File: config.mk
export PLATFORM = sky130hd
export DESIGN_NAME = cdb_arbiter_flat
export DESIGN_NICKNAME = d
export VERILOG_FILES = /design/src/rtl/cdb_pkg.sv /design/src/rtl/cdb_arbiter_if.sv /design/src/rtl/cdb_arbiter_rr_pick.sv /design/src/rtl/cdb_arbiter.sv /design/src/flat_wrapper.sv
export SDC_FILE = /design/constraint.sdc
export NUM_CORES = 1
export LEC_CHECK = 0
export ABC_AREA = 1
export ABC_CLOCK_PERIOD_IN_PS = 2950
export BUFFER_PORTS_ARGS = -buffer_cell sky130_fd_sc_hd__buf_2
export CORE_UTILIZATION = 33
export DETAILED_ROUTE_END_ITERATION = 8
export SYNTH_ARGS = -nofsm -noshare
export SYNTH_HDL_FRONTEND = slang
export SYNTH_SLANG_ARGS = --single-unit
File: constraint.sdc
create_clock -name clock -period 2.95 [get_ports clock]
set_input_delay 0.295 -clock clock [delete_from_list [all_inputs] [get_ports clock]]
set_output_delay 0.295 -clock clock [all_outputs]
set_load 0.01 [all_outputs]
File: src/rtl/cdb_pkg.sv
// rtl/cdb_pkg.sv - shared parameters, requester indices and broadcast message type for the CDB arbiter
package cdb_pkg;
    localparam int NREQ   = 3;
    localparam int TAG_W  = 3;
    localparam int DATA_W = 32;
    localparam int CNT_W  = 16;
    localparam int PTR_W  = 2;

    localparam int REQ_ADD = 0;
    localparam int REQ_LW  = 1;
    localparam int REQ_BNE = 2;

    typedef struct packed {
        logic              valid;
        logic [TAG_W-1:0]  tag;
        logic [DATA_W-1:0] data;
    } cdb_msg_t;
endpackage

File: src/rtl/cdb_arbiter_if.sv
// rtl/cdb_arbiter_if.sv - requester/broadcast bundle between execution units and the CDB arbiter
// master: drives req_valid/req_tag/req_data, cdb_stall, flush; sees req_ready, cdb_*, conflict_cnt
// slave : the arbiter side, directions reversed
interface cdb_arbiter_if #(
    parameter int CNT_W = cdb_pkg::CNT_W
);
    import cdb_pkg::*;

    logic [NREQ-1:0]        req_valid;
    logic [NREQ*TAG_W-1:0]  req_tag;
    logic [NREQ*DATA_W-1:0] req_data;
    logic [NREQ-1:0]        req_ready;
    logic                   cdb_stall;
    logic                   flush;
    logic                   cdb_valid;
    logic [TAG_W-1:0]       cdb_tag;
    logic [DATA_W-1:0]      cdb_data;
    logic [CNT_W-1:0]       conflict_cnt;

    modport master (
        output req_valid, req_tag, req_data, cdb_stall, flush,
        input  req_ready, cdb_valid, cdb_tag, cdb_data, conflict_cnt
    );

    modport slave (
        input  req_valid, req_tag, req_data, cdb_stall, flush,
        output req_ready, cdb_valid, cdb_tag, cdb_data, conflict_cnt
    );
endinterface

File: src/rtl/cdb_arbiter_rr_pick.sv
// rtl/cdb_arbiter_rr_pick.sv - combinational round-robin picker
// req : request vector, ptr : first index to scan
// gnt : one-hot winner (zero when no request), idx : encoded winner, any : a winner exists
module rr_pick
    import cdb_pkg::*;
(
    input  logic [NREQ-1:0]  req,
    input  logic [PTR_W-1:0] ptr,
    output logic [NREQ-1:0]  gnt,
    output logic [PTR_W-1:0] idx,
    output logic             any
);
    logic [PTR_W-1:0] pos;

    always_comb begin
        gnt = '0;
        idx = '0;
        any = 1'b0;
        pos = '0;
        // Scan ptr, ptr+1, ... modulo NREQ; the first set bit wins.
        for (int k = 0; k < NREQ; k++) begin
            pos = PTR_W'((int'(ptr) + k) % NREQ);
            if (!any && req[pos]) begin
                gnt[pos] = 1'b1;
                idx      = pos;
                any      = 1'b1;
            end
        end
    end
endmodule

File: src/rtl/cdb_arbiter.sv
// rtl/cdb_arbiter.sv - round-robin common data bus arbiter with registered broadcast
// clock, rst_n : clock and synchronous active-low reset
// bus (slave)  : unit requests in, one-hot req_ready out, stall/flush in,
//                registered cdb_valid/cdb_tag/cdb_data and saturating conflict_cnt out
module cdb_arbiter
    import cdb_pkg::*;
#(
    parameter int CNT_W = cdb_pkg::CNT_W
) (
    input  logic         clock,
    input  logic         rst_n,
    cdb_arbiter_if.slave bus
);
    logic [PTR_W-1:0] rr_ptr;
    cdb_msg_t         cdb_q;
    logic [CNT_W-1:0] cnt_q;

    logic             grant_en;
    logic [NREQ-1:0]  pick_req;
    logic [NREQ-1:0]  gnt;
    logic [PTR_W-1:0] win;
    logic             any;
    logic             conflict;
    logic [TAG_W-1:0] win_tag;
    logic [DATA_W-1:0] win_data;

    // Flush beats stall beats grant; reset also suppresses grants.
    assign grant_en = rst_n && !bus.flush && !bus.cdb_stall;
    assign pick_req = bus.req_valid & {NREQ{grant_en}};

    rr_pick u_pick (
        .req (pick_req),
        .ptr (rr_ptr),
        .gnt (gnt),
        .idx (win),
        .any (any)
    );

    assign win_tag  = bus.req_tag[int'(win)*TAG_W +: TAG_W];
    assign win_data = bus.req_data[int'(win)*DATA_W +: DATA_W];
    assign conflict = $countones(bus.req_valid) >= 2;

    always_ff @(posedge clock) begin
        if (!rst_n) begin
            cdb_q  <= '0;
            rr_ptr <= '0;
            cnt_q  <= '0;
        end else begin
            if (bus.flush) begin
                cdb_q.valid <= 1'b0;
            end else if (!bus.cdb_stall) begin
                if (any) begin
                    cdb_q.valid <= 1'b1;
                    cdb_q.tag   <= win_tag;
                    cdb_q.data  <= win_data;
                    rr_ptr      <= (win == PTR_W'(NREQ-1)) ? '0 : win + 1'b1;
                end else begin
                    // Tag and data keep their last value; only valid drops.
                    cdb_q.valid <= 1'b0;
                end
            end
            // Counts regardless of stall/flush, saturating at all-ones.
            if (conflict && cnt_q != {CNT_W{1'b1}}) begin
                cnt_q <= cnt_q + 1'b1;
            end
        end
    end

    assign bus.req_ready    = gnt;
    assign bus.cdb_valid    = cdb_q.valid;
    assign bus.cdb_tag      = cdb_q.tag;
    assign bus.cdb_data     = cdb_q.data;
    assign bus.conflict_cnt = cnt_q;
endmodule
File: src/flat_wrapper.sv
// flat-port wrapper written by rule: the top's interface ports become plain ports
module cdb_arbiter_flat import cdb_pkg::*;
#(
    parameter int CNT_W = cdb_pkg::CNT_W
)
  (clock, rst_n, bus_req_valid, bus_req_tag, bus_req_data, bus_cdb_stall, bus_flush, bus_req_ready, bus_cdb_valid, bus_cdb_tag, bus_cdb_data, bus_conflict_cnt);
  cdb_arbiter_if #(.CNT_W(CNT_W)) bus_i ();
  input  logic clock;
  input  logic rst_n;
  input wire logic [$bits(bus_i.req_valid)-1:0] bus_req_valid;
  input wire logic [$bits(bus_i.req_tag)-1:0] bus_req_tag;
  input wire logic [$bits(bus_i.req_data)-1:0] bus_req_data;
  input wire logic [$bits(bus_i.cdb_stall)-1:0] bus_cdb_stall;
  input wire logic [$bits(bus_i.flush)-1:0] bus_flush;
  output wire logic [$bits(bus_i.req_ready)-1:0] bus_req_ready;
  output wire logic [$bits(bus_i.cdb_valid)-1:0] bus_cdb_valid;
  output wire logic [$bits(bus_i.cdb_tag)-1:0] bus_cdb_tag;
  output wire logic [$bits(bus_i.cdb_data)-1:0] bus_cdb_data;
  output wire logic [$bits(bus_i.conflict_cnt)-1:0] bus_conflict_cnt;
  assign bus_i.req_valid = bus_req_valid;
  assign bus_i.req_tag = bus_req_tag;
  assign bus_i.req_data = bus_req_data;
  assign bus_i.cdb_stall = bus_cdb_stall;
  assign bus_i.flush = bus_flush;
  assign bus_req_ready = bus_i.req_ready;
  assign bus_cdb_valid = bus_i.cdb_valid;
  assign bus_cdb_tag = bus_i.cdb_tag;
  assign bus_cdb_data = bus_i.cdb_data;
  assign bus_conflict_cnt = bus_i.conflict_cnt;
  cdb_arbiter #(.CNT_W(CNT_W)) u_core (.clock(clock), .rst_n(rst_n), .bus(bus_i));
endmodule
==> impl_metrics.yaml <==
sta:
  tns_ns: 0
  fin_ws_ns: 0.175
  slew_headroom_pct: 63.5
  finalSetupViolCount: 0
  rsz0062_at_grt: "no"
  finalMaxSlewViolations: 0
  max_freq_mhz: 360
  worst_pin_slew_ns: 0.547
  worst_hold_slack_ns: 0.224
  finalClockSkew_ns: 0.00805
  hold_viol_final: 0
  timing.final.crit_share_pct: 94.1
  period_minus_slack_ns: 2.78
clocking:
  cts.clk_slew.worst_paths_ns: 0.10
  cts-root-buf: "clkbuf_8"
  cts_tree: "done"
  clk_latency_ns: 0.31
  h-tree-depth: 2
  clock_path_buffers: 2
  cts_made_buffers: 5
  post_cts_buffers: 0
  clock_sinks: 54
critical_path:
  cp-start-kind: "flip-flop"
  path_class: "reg -> out"
  slowest_delay_ns: 0.40
  crit_required_ns: 2.65
  cp_top_family: "simple AND/OR/NAND/NOR gates"
  reg2reg_depth: 11
  path_buf_inv: 3
  cp-end-kind: "output port"
  r2r-start: "u_core.rr_ptr[0]"
  crit_slowest_cell: "dfxtp_1"
  rr_endpoint: "u_core.bus.cdb_data[20]"
  r2r_slack_ns: 0.33
  crit_arrival_ns: 2.48
  crit_path_cell_trace: "inv_1 -> ha_1 -> inv_1 -> nand3_1 -> nand2_1 -> nand2_1 -> nand4_4 -> o221ai_1 -> buf_2"
  cp-startpoint: "u_core.rr_ptr[0]"
  critPathMaxFanout: 18
finish:
  final_cell_mix: "buf_2, inv_1, nand3_1"
  nets: 804
  final_area_sq_um: 4460
  fin_cells: 823
  diodes: 0
  area_growth_syn_to_layout_pct: 28.9
  drive_above_1_share_pct: 30.7
  final_common_cell: "buf_2"
floorplan:
  die_h_um: 104
  num_rows: 37
  die-area_sq_um: 10900
  die_w_um: 104
  io_pins: 167
  initial_core_util_pct: 33.8
  core_area_sq_um: 10200
synthesis:
  synth_area_per_cell_sq_um: 6.52
  synth_edf_count: 0
  synth_xor_area_share_pct: 0
  synth_top_family_by_area: "simple AND/OR/NAND/NOR gates"
  ys_dominant_reg_cell: "dfxtp_1"
  syn_inst: 531
  synth_area_sq_um: 3460
  synth-simple-area-share_pct: 28.6
  ys_seq_area_share_pct: 31.2
  post-synth-top-area-cell: "dfxtp_1"
  synthAdderAreaFrac_pct: 2.17
  synth_compound_area_share_pct: 21.7
  syn-num-nets: 649
  synth_top_area_share_pct: 31.2
  yosys-top-cells-area: "dfxtp_1, nand3_1, inv_1"
  async_reset_ff_share_pct: 0
  synthMuxAreaShare_pct: 0
  ys_ff_latch: 54
  synth-warning-count: 0
  yosysUniqueCellTypes: 33
detailed_routing:
  dr.pass1.iters: 6
  drc: 0
  vias: 4121
  wirelength_um: 11000
  wl_per_cell_um: 13.4
  ant_nets: 0
  viasPerCell: 5.01
  drtIter0Drc: 210
placed_design:
  dp.cells: 815
  io_buffers: 166
  dpl.hpwl_um: 7940
  dp_worst_setup_slack_ns: 0.350
  dpl_cell_area_sq_um: 4370
  place.gp.congestion: 0.884
flow_run:
  maxCapViolations: 0
hold_path:
  holdPathStages: 2
  min_path_type: "in -> reg"
  min-delay-start: "bus_flush"
  hold_end: "u_core.bus.cdb_valid"
grt:
  overflow: 0
  grt_pass1_vias: 3853
  antenna_found_initial: 0
  grt_pass1_wl_um: 17900
  grt.total_usage_pct: 20.0
  grt_max_degree: 51
pwr:
  p_leak_nw: 2.41
  power_density_nw_per_um2: 947
  vdd_drop_max_v: 0.000422
status:
  status: "finished clean"
[worst max path at each step]
stage / endpoint / slack (ns) / depth (start not counted)
detailed placement: u_core.bus.cdb_data[17] / 0.35 / 11
global placement: u_core.bus.cdb_data[12] / 0.40 / 11
global route: bus_req_ready[2] / 0.0009 / 9
floorplan: bus_req_ready[2] / 0.83 / 9
CTS: bus_req_ready[2] / 0.16 / 9
finish: bus_req_ready[2] / 0.17 / 9
[layout make-up]
type	count	area [sq um]
Tap cell	136	170
Inverter	106	399
Multi-Input combinational cell	343	1820
Sequential cell	54	1080
Clock inverter	3	18.8
Fill cell	1089	5770
Clock buffer	5	68.8
Timing Repair Buffer	176	906
[flip-flops by register name, indices dropped and copies added (netlist names)]
register,cells
u_core.bus.cdb_tag,3
u_core.bus.cdb_data,32
u_core.bus.cdb_valid,1
u_core.rr_ptr,2
u_core.bus.conflict_cnt,16
[cells in the mapped netlist (2+ instances only)]
| cell | n |
|---|---|
| inv_1 | 103 |
| nand3_1 | 88 |
| a21oi_1 | 68 |
| nand2_1 | 67 |
| dfxtp_1 | 54 |
| o21ai_0 | 47 |
| nor2_1 | 13 |
| a21oi_2 | 12 |
| clkbuf_1 | 10 |
| nor3_1 | 10 |
| buf_2 | 9 |
| nand4_1 | 9 |
| ha_1 | 6 |
| buf_6 | 5 |
| nand2_2 | 5 |
| buf_4 | 3 |
| nand2_4 | 2 |
| nor2_4 | 2 |
| nor3b_1 | 2 |
| o21ai_1 | 2 |
| o221ai_1 | 2 |
[per-stage QoR]
stage | total power [W] | util, %
after global placement | 0.00376 | 42.7
after floorplan | 0.00307 | -
final | 0.00422 | 43.6
after CTS | 0.00425 | 43.6
after global routing | 0.00461 | 43.6
after detailed placement | 0.00380 | 42.7
[power breakdown]
part	leakage (nW)	total, W	switching, W	internal, W
combinational	1.91	0.00269	0.00176	0.000932
clock	0.0483	0.000438	0.000269	0.000168
sequential	0.444	0.00109	0.000123	0.000971
[what timing repair did]
| action | 4_1_cts | 5_1_grt |
|---|---|---|
| resized for setup | 0 | 0 |
| endpoints found under the hold margin | 0 | 0 |
| endpoints found under the setup margin | 0 | 1 |
| hold buffers | 0 | 0 |
[worst reg2reg max path, delay by kind of cell, from the launching register on]
family                     cells  cell delay (ns)
adders and majority gates      1             0.40
AOI/OAI and AO/OA              1             0.09
and+or+nand+nor                6             0.94
buffers and inverters          3             0.68
DFF                            1             0.40
[cells by family after synthesis]
| family | after synthesis |
|---|---|
| flip-flops | 54 |
| buffers and inverters | 134 |
| adder cells (fa/ha/maj) | 6 |
| AND/OR/NAND/NOR | 202 |
| AO/OA/AOI/OAI | 135 |
[routing by layer]
metal	global-route usage, %	vias up	routed length [um]	share of wire (%)
met1	26.3	1874	4940	45
met4	5.51	0	158	1.4
met3	3.38	16	770	7.0
met5	0	-	0	0
met2	33.4	180	5160	47
li1	-	2051	-	-
(Power assumes the default switching activity.)
